$ cat src/rtl/pipe_sequencer_pkg.sv
// Shared encodings for the pipeline sequencer: FSM states, counter widths and
// a saturating-increment helper for the performance counters.
package pipe_ctrl_pkg;

  localparam logic [1:0] ST_BOOT    = 2'd0;
  localparam logic [1:0] ST_RUN     = 2'd1;
  localparam logic [1:0] ST_IM_WAIT = 2'd2;
  localparam logic [1:0] ST_DM_WAIT = 2'd3;

  typedef enum logic [1:0] {
    S_BOOT    = ST_BOOT,
    S_RUN     = ST_RUN,
    S_IM_WAIT = ST_IM_WAIT,
    S_DM_WAIT = ST_DM_WAIT
  } state_e;

  localparam int PERF_CNT_W = 32;
  localparam int WAIT_CNT_W = 8;

  function automatic logic [PERF_CNT_W-1:0] sat_inc(input logic [PERF_CNT_W-1:0] v,
                                                    input logic                  en);
    return (en && (v != {PERF_CNT_W{1'b1}})) ? v + 1'b1 : v;
  endfunction

endpackage

$ cat src/rtl/pipe_sequencer_if.sv
// Memory-handshake and pipeline-control bundle between the CPU datapath
// (master) and the sequencer (slave).
interface pipe_sequencer_if;
  logic iIM_ready;
  logic iDM_req;
  logic iDM_ready;
  logic enable_regwalls;
  logic do_hazard;
  logic do_flush_REG1;
  logic enable_pc;

  modport master (
    output iIM_ready, iDM_req, iDM_ready,
    input  enable_regwalls, do_hazard, do_flush_REG1, enable_pc
  );

  modport slave (
    input  iIM_ready, iDM_req, iDM_ready,
    output enable_regwalls, do_hazard, do_flush_REG1, enable_pc
  );
endinterface

$ cat src/rtl/pipe_sequencer_hazard_detect.sv
// Load-use detector: an EX-stage load whose destination feeds a decode-stage
// source operand. Register 0 never creates a dependency.
module hazard_detect (
  input  logic [4:0] id_rs_addr_i,
  input  logic [4:0] id_rt_addr_i,
  input  logic       id_rs_used_i,
  input  logic       id_rt_used_i,
  input  logic       ex_do_dm_read_i,
  input  logic [4:0] ex_write_reg_addr_i,
  output logic       lu_o
);
  logic rs_hit;
  logic rt_hit;

  assign rs_hit = id_rs_used_i && (id_rs_addr_i == ex_write_reg_addr_i);
  assign rt_hit = id_rt_used_i && (id_rt_addr_i == ex_write_reg_addr_i);
  assign lu_o   = ex_do_dm_read_i && (ex_write_reg_addr_i != 5'd0) && (rs_hit || rt_hit);
endmodule

$ cat src/rtl/pipe_sequencer.sv
// Pipeline sequencer: boot freeze, memory wait states, load-use bubbles and
// branch flushes. Optional perf counters under `PIPE_PERF_CNT_EN.
module pipe_sequencer
  import pipe_ctrl_pkg::*;
#(
  parameter int BOOT_CYCLES  = 2,
  parameter int WAIT_TIMEOUT = 255
) (
  input  logic                  clock,
  input  logic                  reset,
  pipe_sequencer_if.slave       seq_if,
  input  logic [4:0]            iID_rs_addr,
  input  logic [4:0]            iID_rt_addr,
  input  logic                  iID_rs_used,
  input  logic                  iID_rt_used,
  input  logic                  iEX_do_dm_read,
  input  logic [4:0]            iEX_write_reg_addr,
  input  logic                  iID_do_branch,
  output logic [1:0]            oState,
  output logic                  oWait_timeout,
  output logic [PERF_CNT_W-1:0] oPerf_stall_cnt,
  output logic [PERF_CNT_W-1:0] oPerf_hazard_cnt,
  output logic [PERF_CNT_W-1:0] oPerf_flush_cnt
);

  localparam int BOOT_W = (BOOT_CYCLES > 1) ? $clog2(BOOT_CYCLES) : 1;

  state_e                state_q, state_d;
  logic [BOOT_W-1:0]     boot_cnt_q, boot_cnt_d;
  logic [WAIT_CNT_W-1:0] wait_cnt_q, wait_cnt_d;
  logic                  timeout_q, timeout_d;

  logic lu;
  logic dm_ok;
  logic not_boot;
  logic in_wait;
  logic go;
  logic hazard;
  logic flush;

  hazard_detect u_hazard_detect (
    .id_rs_addr_i        (iID_rs_addr),
    .id_rt_addr_i        (iID_rt_addr),
    .id_rs_used_i        (iID_rs_used),
    .id_rt_used_i        (iID_rt_used),
    .ex_do_dm_read_i     (iEX_do_dm_read),
    .ex_write_reg_addr_i (iEX_write_reg_addr),
    .lu_o                (lu)
  );

  assign dm_ok    = !seq_if.iDM_req || seq_if.iDM_ready;
  assign not_boot = (state_q != S_BOOT);
  assign in_wait  = (state_q == S_IM_WAIT) || (state_q == S_DM_WAIT);
  assign go       = not_boot && dm_ok && seq_if.iIM_ready && !reset;
  // Hazard beats flush: the branch re-resolves once the bubble has passed.
  assign hazard   = lu && not_boot && !reset;
  assign flush    = iID_do_branch && !hazard && not_boot && !reset;

  assign seq_if.enable_regwalls = go;
  assign seq_if.do_hazard       = hazard;
  assign seq_if.do_flush_REG1   = flush;
  assign seq_if.enable_pc       = go && !hazard;

  always_comb begin
    state_d    = state_q;
    boot_cnt_d = boot_cnt_q;
    case (state_q)
      S_BOOT: begin
        boot_cnt_d = boot_cnt_q + 1'b1;
        if (boot_cnt_q == BOOT_W'(BOOT_CYCLES - 1)) begin
          state_d = S_RUN;
        end
      end
      S_RUN, S_IM_WAIT, S_DM_WAIT: begin
        if (!dm_ok) begin
          state_d = S_DM_WAIT;
        end else if (!seq_if.iIM_ready) begin
          state_d = S_IM_WAIT;
        end else begin
          state_d = S_RUN;
        end
      end
      default: state_d = S_BOOT;
    endcase
  end

  always_comb begin
    wait_cnt_d = wait_cnt_q;
    if (go) begin
      wait_cnt_d = '0;
    end else if (in_wait && (wait_cnt_q != {WAIT_CNT_W{1'b1}})) begin
      wait_cnt_d = wait_cnt_q + 1'b1;
    end
    timeout_d = timeout_q || (wait_cnt_d >= WAIT_CNT_W'(WAIT_TIMEOUT));
  end

  // Everything commits on the falling edge, in step with the register walls.
  always_ff @(negedge clock) begin
    if (reset) begin
      state_q    <= S_BOOT;
      boot_cnt_q <= '0;
      wait_cnt_q <= '0;
      timeout_q  <= 1'b0;
    end else begin
      state_q    <= state_d;
      boot_cnt_q <= boot_cnt_d;
      wait_cnt_q <= wait_cnt_d;
      timeout_q  <= timeout_d;
    end
  end

  assign oState        = reset ? ST_BOOT : state_q;
  assign oWait_timeout = timeout_q && !reset;

`ifdef PIPE_PERF_CNT_EN
  logic [2:0]            perf_inc;
  logic [PERF_CNT_W-1:0] perf_val [3];

  assign perf_inc[0] = not_boot && !go && !reset;
  assign perf_inc[1] = go && hazard;
  assign perf_inc[2] = go && flush;

  for (genvar gi = 0; gi < 3; gi++) begin : g_perf
    logic [PERF_CNT_W-1:0] cnt_q, cnt_d;

    assign cnt_d        = sat_inc(cnt_q, perf_inc[gi]);
    assign perf_val[gi] = cnt_q;

    always_ff @(negedge clock) begin
      if (reset) begin
        cnt_q <= '0;
      end else begin
        cnt_q <= cnt_d;
      end
    end
  end

  assign oPerf_stall_cnt  = reset ? '0 : perf_val[0];
  assign oPerf_hazard_cnt = reset ? '0 : perf_val[1];
  assign oPerf_flush_cnt  = reset ? '0 : perf_val[2];
`else
  assign oPerf_stall_cnt  = '0;
  assign oPerf_hazard_cnt = '0;
  assign oPerf_flush_cnt  = '0;
`endif

endmodule

$ cat src/flat_wrapper.sv
// flat-port wrapper written by rule: the top's interface ports become plain ports
module pipe_sequencer_flat import pipe_ctrl_pkg::*;
#(
  parameter int BOOT_CYCLES  = 2,
  parameter int WAIT_TIMEOUT = 255
)
  (clock, reset, iID_rs_addr, iID_rt_addr, iID_rs_used, iID_rt_used, iEX_do_dm_read, iEX_write_reg_addr, iID_do_branch, oState, oWait_timeout, oPerf_stall_cnt, oPerf_hazard_cnt, oPerf_flush_cnt, seq_if_iIM_ready, seq_if_iDM_req, seq_if_iDM_ready, seq_if_enable_regwalls, seq_if_do_hazard, seq_if_do_flush_REG1, seq_if_enable_pc);
  pipe_sequencer_if seq_if_i ();
  input  logic clock;
  input  logic reset;
  input  logic [4:0] iID_rs_addr;
  input  logic [4:0] iID_rt_addr;
  input  logic iID_rs_used;
  input  logic iID_rt_used;
  input  logic iEX_do_dm_read;
  input  logic [4:0] iEX_write_reg_addr;
  input  logic iID_do_branch;
  output logic [1:0] oState;
  output logic oWait_timeout;
  output logic [PERF_CNT_W-1:0] oPerf_stall_cnt;
  output logic [PERF_CNT_W-1:0] oPerf_hazard_cnt;
  output logic [PERF_CNT_W-1:0] oPerf_flush_cnt;
  input wire logic [$bits(seq_if_i.iIM_ready)-1:0] seq_if_iIM_ready;
  input wire logic [$bits(seq_if_i.iDM_req)-1:0] seq_if_iDM_req;
  input wire logic [$bits(seq_if_i.iDM_ready)-1:0] seq_if_iDM_ready;
  output wire logic [$bits(seq_if_i.enable_regwalls)-1:0] seq_if_enable_regwalls;
  output wire logic [$bits(seq_if_i.do_hazard)-1:0] seq_if_do_hazard;
  output wire logic [$bits(seq_if_i.do_flush_REG1)-1:0] seq_if_do_flush_REG1;
  output wire logic [$bits(seq_if_i.enable_pc)-1:0] seq_if_enable_pc;
  assign seq_if_i.iIM_ready = seq_if_iIM_ready;
  assign seq_if_i.iDM_req = seq_if_iDM_req;
  assign seq_if_i.iDM_ready = seq_if_iDM_ready;
  assign seq_if_enable_regwalls = seq_if_i.enable_regwalls;
  assign seq_if_do_hazard = seq_if_i.do_hazard;
  assign seq_if_do_flush_REG1 = seq_if_i.do_flush_REG1;
  assign seq_if_enable_pc = seq_if_i.enable_pc;
  pipe_sequencer #(.BOOT_CYCLES(BOOT_CYCLES), .WAIT_TIMEOUT(WAIT_TIMEOUT)) u_core (.clock(clock), .reset(reset), .seq_if(seq_if_i), .iID_rs_addr(iID_rs_addr), .iID_rt_addr(iID_rt_addr), .iID_rs_used(iID_rs_used), .iID_rt_used(iID_rt_used), .iEX_do_dm_read(iEX_do_dm_read), .iEX_write_reg_addr(iEX_write_reg_addr), .iID_do_branch(iID_do_branch), .oState(oState), .oWait_timeout(oWait_timeout), .oPerf_stall_cnt(oPerf_stall_cnt), .oPerf_hazard_cnt(oPerf_hazard_cnt), .oPerf_flush_cnt(oPerf_flush_cnt));
endmodule
$ cat config.mk
export PLATFORM = sky130hd
export DESIGN_NAME = pipe_sequencer_flat
export DESIGN_NICKNAME = d
export VERILOG_FILES = /design/src/rtl/pipe_sequencer_pkg.sv /design/src/rtl/pipe_sequencer_if.sv /design/src/rtl/pipe_sequencer_hazard_detect.sv /design/src/rtl/pipe_sequencer.sv /design/src/flat_wrapper.sv
export SDC_FILE = /design/constraint.sdc
export NUM_CORES = 1
export LEC_CHECK = 0
export CAP_MARGIN = 10
export CORE_UTILIZATION = 36
export DETAILED_ROUTE_END_ITERATION = 6
export GPL_TIMING_DRIVEN = 0
export PLACE_DENSITY = 0.88
export SETUP_SLACK_MARGIN = 0.2
export SLEW_MARGIN = 10
export SYNTH_ARGS = -nofsm -noshare
export SYNTH_HDL_FRONTEND = slang
export SYNTH_HIERARCHICAL = 1
export SYNTH_SLANG_ARGS = --single-unit
$ cat constraint.sdc
create_clock -name clock -period 3.8 [get_ports clock]
set_input_delay 0.76 -clock clock [delete_from_list [all_inputs] [get_ports clock]]
set_output_delay 0.76 -clock clock [all_outputs]
set_load 0.005 [all_outputs]
==> flow_summary_export.csv, run 1 <==
group,metric,value,unit
die,die_x,67.49,um
placement,globalplace.congestion,0.8444,
synthesis,synth_top_area_share,46.68,%
synthesis,syn_inst,186,
timing,fin_setup_tns,-1.216,ns
layout,nets,362,
timing,setup_slack,-0.3569,ns
clocking,cts_hold_buf,0,
synthesis,synth_cell_types,38,
die,placementRows,23,
global_route,grt_start_max_net_pins,11,
layout,layout_common_cells,"buf_4, conb_1, clkdlybuf4s50_1",
synthesis,yosys_most_used_dff,"dfxtp_1",
synthesis,netlist_top_cells_area,"buf_4, dfxtp_1, xor2_1",
synthesis,syn_avg_cell_area,8.301,um^2
clocking,cts_sinks,12,
clocking,clkTransAtPathRegs,0.03,ns
route,final_antenna_net_count,0,
worst_setup_path,cp-end-kind,"output pin",
layout,drive_gt1_share,40.77,%
layout,syn_to_final_growth,58.18,%
timing,clock_skew,0.008366,ns
worst_setup_path,crit_chain,"buf_6 > nor2_8 > nor4b_4 > buf_6 > buf_6 > nor2b_4 > buf_2",
worst_setup_path,critPathMostFrequentCell,"buf_6",
synthesis,yosys.area.top_type,"buf_4",
route,drc,0,
die,die-area,4555,um^2
pwr,cellLeakagePower,1.401,nW
worst_setup_path,crit_slowest_cell,"dfxtp_2",
layout,final_common_cell,"buf_4",
worst_setup_path,crit_required,3.04,ns
clocking,cts_buffer_depth,2,
synthesis,synth_enable_flop_cells,0,
timing,worst_slew_pin_slew,0.5296,ns
synthesis,ys_ff_latch,12,
run_status,failed_checks,"setup timing",
global_route,grt_overflow,0,
route,drt_iter0_drc,24,
worst_setup_path,path_max_fanout,2,
pwr,p_per_area,239.1,nW/um^2
die,io_pins,127,
route,dr_total_vias,1391,
synthesis,async_flop_share,0,%
clocking,clock_latency,0.32,ns
global_route,antenna_found_initial,0,
run_status,status,"finished with violations",
min_path,hp-class,"flop to flop",
global_route,grt_pass1_vias,1258,
global_route,grt_pass1_wl,4.912,mm
timing,relSlewSlack,64.69,%
synthesis,yosysSeqAreaShare,15.56,%
route,firstDrtPassIters,4,
clocking,cts_buffers,3,
clocking,cts_root_buf,"clkbuf_8",
die,core,4058,um^2
route,drt-total-wl,3.199,mm
route,via_per_inst,3.604,
placement,place_area,2257,um^2
synthesis,yosys_warnings,6,
pwr,p_total,0.5840,mW
layout,insertedDiodeCount,0,
worst_setup_path,cp-start-kind,"flop",
global_route,grt_use_total,14.50,%
timing,rsz0062_at_grt,"true",
die,die_y,67.49,um
route,routedWlPerCell,8.288,um
layout,finalCoreUtilization,60.19,%
clocking,cts_max_level,1,
worst_setup_path,setup.worst_path.class,"flop to output pin",
placement,io_buffers,29,
worst_setup_path,critPathArrivalTime,3.40,ns
die,start_util,38.05,%
layout,final_cell_area,2442,um^2
pwr,irDropWorstVdd,0.1242,mV
clocking,cts_tree,"yes",
timing,finalSetupViolations,6,
timing,final_max_slew_viol_count,0,
run,cap_violations,0,
placement,dp_hpwl,2.524,mm
timing,hold_viol,0,
worst_setup_path,max_stage_delay,0.31,ns
synthesis,netlist_area,1544,um^2
==> worst max-delay path, delay by kind of cell (launching register included) <==
family / cells / cell delay (ns)
buffers and inverters: 4 / 0.46
DFF: 1 / 0.31
and+or+nand+nor: 3 / 0.41
==> kinds of logic after synthesis <==
| family | after synthesis | synth area share, % |
|---|---|---|
| buffers and inverters | 101 | 48.95 |
| flip-flops | 12 | 15.56 |
| other | 1 | 0.2429 |
| XOR/XNOR | 14 | 7.942 |
| AO/OA/AOI/OAI | 10 | 3.728 |
| adder cells (fa/ha/maj) | 1 | 0.8102 |
| AND/OR/NAND/NOR | 44 | 20.75 |
| multiplexers | 3 | 2.026 |
==> synthesized netlist by cell type, types with 2 or more instances <==
master,number
nand4_1,2
nor2_1,2
buf_4,96
and2b_4,2
nor4_1,2
a21oi_1,4
buf_6,2
and4_1,2
nand2_1,3
o21ai_1,2
nor2b_1,4
dfxtp_1,12
xor2_1,11
nand3_1,4
mux2i_1,2
nor3_1,10
nor3_2,2
xnor2_1,3
nor4_2,2
==> repair_timing <==
item                                    in CTS  in global routing
endpoints found under the setup margin      16                 14
pin swaps                                    5                  3
buffers inserted                            10                  1
gates resized for setup                     38                  2
==> power breakdown <==
group,switching (mW),internal (mW),total (mW)
sequential,0.0150,0.144,0.159
clock,0.0802,0.0889,0.169
combinational,0.101,0.156,0.256
total,0.196,0.388,0.584
==> state kept, by name (all words and copies together) (netlist names) <==
signal             flops
u_core/state_q         2
u_core/boot_cnt_q      1
u_core/wait_cnt_q      8
u_core/timeout_q       1
==> layer usage <==
metal	track usage, %	routed length, um	up-vias
li1	-	-	722
met1	13.49	1023	576
met3	6.757	368	2
met4	6.649	14	0
met5	0	0	-
met2	26.49	1793	91
==> final cells by class <==
| type | instances | area (um^2) |
|---|---|---|
| Tap cell | 50 | 62.56 |
| Sequential cell | 12 | 245.2 |
| Timing Repair Buffer | 40 | 371.6 |
| Buffer | 100 | 752.0 |
| Fill cell | 358 | 1615 |
| Clock buffer | 3 | 41.29 |
| Clock inverter | 13 | 50.05 |
| Multi-Input combinational cell | 168 | 919.6 |
==> final timing paths <==
| path | slack (ns) | depth (start not counted) | to | startpoint |
|---|---|---|---|---|
| worst max-delay path | -0.36 | 7 | seq_if_enable_pc | u_core/state_q[1] |
| worst max register to register | 1.92 | 10 | u_core/timeout_q | u_core/state_q[1] |
| worst min register to register | 0.54 | 2 | u_core/boot_cnt_q | u_core/boot_cnt_q |
| worst min-delay path | 0.54 | 2 | u_core/boot_cnt_q | u_core/boot_cnt_q |
==> per-stage QoR <==
step | setup slack, ns | instances | hold slack (ns)
3_5_place_dp | -0.4676 | 360 | 0.5155
6_report | -0.3569 | 386 | 0.5438
5_1_grt | -0.4388 | 386 | 0.5778
3_3_place_gp | -0.4651 | 360 | 0.5018
4_1_cts | -0.3280 | 385 | 0.5266
2_1_floorplan | 0.06482 | 281 | 0.4853
(Power assumes the default switching activity.)
==> run 2, diff against run 1 <==
Settings changed: ABC_AREA set to 1, CORE_UTILIZATION 36 to 38, HOLD_SLACK_MARGIN set to 0.08.
==> run 2 against run 1 <==
Compared with the run above:
- the run still ends with setup timing left
- non-clock buffer count shrank 2
- sequential power shrank 13%
- hold slack lost 0.098 ns
- total power shrank 6.9%
- register-to-register slack gained 0.29 ns
- design area grew 7.7%
- largest power group unchanged
==> flow_summary_export.csv, run 2 <==
group,metric,value,unit
run_status,status,"finished with violations",
run_status,failed_checks,"setup timing",
die,start_util,39.57,%
die,placementRows,24,
layout,nets,450,
global_route,grt_use_total,15.09,%
global_route,antenna_found_initial,0,
layout,layout_common_cells,"buf_4, conb_1, nand2_1",
clocking,cts_hold_buf,0,
placement,place_inst,451,
layout,final_common_cell,"buf_4",
global_route,grt_pass1_wl,6.037,mm
synthesis,netlist_top_cells_area,"buf_4, dfxtp_1, nand2_1",
synthesis,synth.top_cells.by_count,"buf_4, nand2_1, inv_1",
layout,drive_gt1_share,34.67,%
synthesis,syn_inst,274,
worst_setup_path,reg2reg_setup_slack,2.21,ns
route,drt_iter0_drc,86,
worst_setup_path,r2r_end,"u_core/timeout_q",
route,firstDrtPassIters,4,
synthesis,async_flop_share,0,%
pwr,p_per_area,206.7,nW/um^2
timing,setup_slack,-0.2030,ns
die,die_y,69.34,um
placement,io_buffers,30,
route,drt-met1-wl,1.264,mm
synthesis,synth_enable_flop_cells,0,
route,dr_wl_met2,1.999,mm
pwr,cellLeakagePower,1.693,nW
worst_setup_path,setup.worst_path.class,"flop to output pin",
synthesis,synth_top_area_share,42.27,%
synthesis,yosysSeqAreaShare,13.94,%
clocking,clock_latency,0.32,ns
die,die-area,4807,um^2
layout,instances_no_fill,476,
synthesis,synth.most_common_cell,"buf_4",
clocking,cts_tree,"yes",
timing,finalSetupViolations,6,
worst_setup_path,critPathArrivalTime,3.24,ns
placement,globalplace.congestion,0.8753,
die,core,4354,um^2
clocking,clkTransAtPathRegs,0.04,ns
placement,dp_hpwl,2.921,mm
synthesis,syn_avg_cell_area,6.288,um^2
clocking,cts_buffer_depth,2,
timing,clock_skew,0.01880,ns
synthesis,yosys.area.top_type,"buf_4",
timing,rsz0062_at_grt,"true",
timing,final_max_slew_viol_count,0,
route,via_per_inst,3.700,
route,drt-total-wl,3.707,mm
layout,largest_reg_flops,8,
synthesis,yosys_warnings,6,
route,final_antenna_net_count,0,
route,drc,0,
route,highest_layer,"met4",
worst_setup_path,endpoint,"seq_if_enable_pc",
die,io_pins,127,
clocking,cts_max_level,1,
global_route,grt_start_max_net_pins,11,
timing,hold_viol,0,
layout,fill_cells,385,
worst_setup_path,cp-start-kind,"flop",
layout,reg_top3,"u_core/wait_cnt_q x8, u_core/state_q x2",
route,dr_total_vias,1761,
layout,syn_to_final_growth,52.72,%
layout,top_register,"u_core/wait_cnt_q",
timing,fin_hold_ws,0.4459,ns
layout,insertedDiodeCount,0,
worst_setup_path,path_max_fanout,2,
clocking,cts_root_buf,"clkbuf_8",
global_route,grt_overflow,0,
synthesis,ys_ff_latch,12,
min_path,hp-class,"flop to flop",
worst_setup_path,startpoint,"u_core/state_q[1]",
route,dr_wl_met3,330,um
run,cap_violations,0,
route,routedWlPerCell,7.788,um
worst_setup_path,cp-end-kind,"output pin",
worst_setup_path,rr_worst_depth,15,
pwr,p_total,0.5438,mW
worst_setup_path,crit_required,3.04,ns
layout,finalCoreUtilization,60.43,%
placement,pre_cts_slack,-0.3781,ns
synthesis,netlist_area,1723,um^2
global_route,grt_pass1_vias,1539,
pwr,irDropWorstVdd,0.09738,mV
synthesis,yosys_most_used_dff,"dfxtp_1",
die,die_x,69.34,um
worst_setup_path,r2r-start,"u_core/state_q[1]",
clocking,cts_buffers,3,
synthesis,synth_cell_types,24,
clocking,cts_sinks,12,
run 2: changes by cell type after synthesis, moves of 4 or more:
cell,delta
inv_2,+5
nand2_4,+4
nor2b_1,-4
nand2_1,+55
nor3_1,-8
inv_1,+30
nand3_1,+8
nor2_1,+25
nand2_2,+4
xor2_1,-10
run 2: through the flow:
stage	TNS, ns	instance area (um^2)
floorplan	0	2093
global placement	-1.730	2459
detailed placement	-2.006	2459
CTS	-0.7827	2604
global route	-1.053	2631
finish	-0.7254	2631
run 2: worst min-delay path by stage:
stage,startpoint,end,slack (ns),cells past startpoint
2_1_floorplan,u_core/timeout_q,u_core/timeout_q,0.42,2
3_3_place_gp,u_core/timeout_q,u_core/timeout_q,0.44,2
3_5_place_dp,u_core/timeout_q,u_core/timeout_q,0.44,2
4_1_cts,u_core/timeout_q,u_core/timeout_q,0.45,2
5_1_grt,u_core/timeout_q,u_core/timeout_q,0.49,2
6_report,u_core/timeout_q,u_core/timeout_q,0.45,2
run 2: repair_timing:
item                       in CTS  in global routing
pin swaps                       2                  1
gates resized for setup        34                 10
buffers inserted                9                  1
setup endpoints to repair       8                 12
run 2: where the power goes:
group	internal [mW]	switching (mW)	total, mW
logic	0.131	0.100	0.231
clock network	0.0889	0.0852	0.174
registers	0.134	0.00422	0.138
total	0.354	0.190	0.544
run 2: cell type report:
cell class	count	area (um^2)	area share, %
multi-input cells	223	1001	38.04
clock inverters	13	50.05	1.902
repair buffers	40	362.8	13.79
clock buffers	3	41.29	1.569
plain buffers	98	735.7	27.96
well taps	52	65.06	2.473
flip-flops and latches	12	241.5	9.177
inverters	35	133.9	5.088
run 2: cell families (layout without fill, tap and decap cells):
family | after synthesis | in the layout | share of synthesized area (%)
AO/OA/AOI/OAI | 9 | 9 | 3.413
buffers and inverters | 134 | 189 | 50.33
AND/OR/NAND/NOR | 116 | 116 | 30.86
XOR/XNOR | 1 | 1 | 0.5084
other | 1 | 96 | 0.2177
flip-flops | 12 | 12 | 13.94
adder cells (fa/ha/maj) | 1 | 1 | 0.7261
run 2: critical path: stages, from the launching register on:
cell and delay [ns]:
dfxtp_2 0.31, buf_6 0.10, inv_4 0.03, nand2_4 0.05
inv_2 0.04, nor2_4 0.12, nand2_4 0.07, buf_6 0.12
nor2_2 0.06, buf_2 0.13
run 2: per-layer routing:
metal	track usage (%)	vias to the layer above
met3	4.070	12
met5	0	-
li1	-	929
met1	13.47	730
met4	10.43	0
met2	28.91	90
==> run 3, diff against run 2 <==
Settings changed: CTS_CLUSTER_DIAMETER set to 40, PLACE_DENSITY 0.88 to 0.95, TNS_END_PERCENT set to 20.
==> run 3 against run 2 <==
Compared with the run above:
- the flow still finishes with violations (setup timing)
- critical path depth unchanged
- setup slack gained 0.0056 ns
- via count is 0.28% lower
- sequential power about the same
==> flow_summary_export.csv, run 3 (synthesis results as in run 2) <==
group,metric,value,unit
run_status,status,"finished with violations",
run_status,failed_checks,"setup timing",
timing,fin_hold_ws,0.4534,ns
worst_setup_path,setup.worst_path.class,"flop to output pin",
timing,hold_viol,0,
pwr,irDropWorstVdd,0.09021,mV
global_route,antenna_found_initial,0,
route,dr_wl_met2,2.211,mm
die,die_y,69.34,um
layout,nets,448,
layout,largest_reg_flops,8,
timing,final_max_slew_viol_count,0,
worst_setup_path,crit_cells,9,
min_path,hp-start,"u_core/timeout_q",
route,highest_layer,"met4",
worst_setup_path,crit_required,3.04,ns
layout,syn_to_final_growth,50.54,%
worst_setup_path,cp_num_buf_inv,5,
worst_setup_path,startpoint,"u_core/state_q[1]",
clocking,cts_buffers,3,
pwr,p_total,0.5252,mW
min_path,hp-class,"flop to flop",
route,dr_total_vias,1756,
global_route,grt_pass1_vias,1526,
clocking,cts_tree,"yes",
die,io_pins,127,
layout,instances_no_fill,473,
global_route,grt_start_max_net_pins,11,
die,core,4354,um^2
worst_setup_path,max_stage_delay,0.31,ns
clocking,cts_max_level,1,
timing,clock_skew,0.01418,ns
route,drt_iter0_drc,76,
layout,final_common_cell,"buf_4",
layout,fill_cells,395,
worst_setup_path,crit_slowest_cell,"dfxtp_2",
placement,io_buffers,30,
placement,globalplace.congestion,0.8559,
route,drt-met1-wl,1.238,mm
run,cap_violations,0,
pwr,cellLeakagePower,1.678,nW
layout,reg_top3,"u_core/wait_cnt_q x8, u_core/state_q x2",
worst_setup_path,crit_family,"buffers and inverters",
clocking,clock_latency,0.32,ns
worst_setup_path,critPathArrivalTime,3.24,ns
worst_setup_path,reg2reg_setup_slack,2.16,ns
die,die-area,4807,um^2
clocking,cts_buffer_depth,2,
route,dr_wl_met3,313,um
worst_setup_path,crit_chain,"buf_6 > inv_4 > nand2_4 > inv_2 > nor2_4 > nand2_4 > buf_6 > nor2_1 > buf_2",
worst_setup_path,cp-end-kind,"output pin",
worst_setup_path,r2r-start,"u_core/wait_cnt_q[0]",
die,placementRows,24,
worst_setup_path,cp-start-kind,"flop",
clocking,clkTransAtPathRegs,0.04,ns
die,start_util,39.57,%
die,die_x,69.34,um
clocking,cts_root_buf,"clkbuf_8",
timing,rsz0062_at_grt,"true",
placement,dp_hpwl,3.102,mm
pwr,p_per_area,202.5,nW/um^2
global_route,grt_use_total,15.30,%
route,firstDrtPassIters,4,
route,routedWlPerCell,8.121,um
layout,top_register,"u_core/wait_cnt_q",
worst_setup_path,endpoint,"seq_if_enable_pc",
layout,layout_common_cells,"buf_4, conb_1, nand2_1",
worst_setup_path,r2r_end,"u_core/timeout_q",
timing,finalSetupViolations,5,
timing,setup_slack,-0.1974,ns
placement,place_inst,451,
clocking,cts_sinks,12,
route,final_antenna_net_count,0,
worst_setup_path,path_max_fanout,3,
global_route,grt_pass1_wl,6.016,mm
route,via_per_inst,3.712,
route,drc,0,
global_route,grt_overflow,0,
layout,drive_gt1_share,33.73,%
route,drt-total-wl,3.841,mm
layout,insertedDiodeCount,0,
worst_setup_path,rr_worst_depth,11,
-- run 3: timing repair --
action | 4_1_cts | 5_1_grt
setup endpoints to repair | 11 | 13
hold endpoints to repair | 0 | 0
setup buffers | 6 | 2
hold buffers | 0 | 0
pin swaps | 2 | 2
gates resized for setup | 33 | 7
-- run 3: per-layer routing --
metal | up-vias | track usage, %
met4 | 0 | 8.844
met1 | 737 | 12.93
met3 | 9 | 3.634
met5 | - | 0
li1 | 927 | -
met2 | 83 | 31.39
-- run 3: worst min-delay path by stage --
stage	to	slack, ns	depth (start not counted)
after floorplan	u_core/timeout_q	0.42	2
after global placement	u_core/timeout_q	0.44	2
after detailed placement	u_core/timeout_q	0.45	2
after CTS	u_core/timeout_q	0.45	2
after global routing	u_core/timeout_q	0.50	2
final	u_core/timeout_q	0.45	2
-- run 3: through the flow --
stage | setup slack, ns | area [um^2] | setup TNS, ns | utilization [%]
final | -0.1974 | 2594 | -0.5898 | 59.57
after global routing | -0.2588 | 2594 | -0.9552 | 59.57
after CTS | -0.2164 | 2571 | -0.5795 | 59.05
after detailed placement | -0.3837 | 2459 | -2.099 | 56.47
after global placement | -0.3542 | 2459 | -1.716 | 56.47
after floorplan | 0.2105 | 2093 | 0 | -
-- run 3: layout make-up --
class / instances / area, um^2 / share of cell area, %
multi-input combinational: 223 / 1001 / 38.59
buffer: 98 / 735.7 / 28.36
timing repair buffer: 38 / 330.3 / 12.74
tap: 52 / 65.06 / 2.508
inverter: 35 / 133.9 / 5.162
clock buffer: 3 / 41.29 / 1.592
clock inverter: 12 / 45.04 / 1.737
sequential: 12 / 241.5 / 9.310
-- run 3: worst register-to-register path, delay by kind of cell (launching register included) --
kind          cells  cell delay (ns)
flops             1             0.40
fa+ha+maj         1             0.25
simple gates     10             0.93
-- run 3: power by group --
part	switching, mW	internal [mW]
clock network	0.0780	0.0871
registers	0.00410	0.134
logic	0.0985	0.123
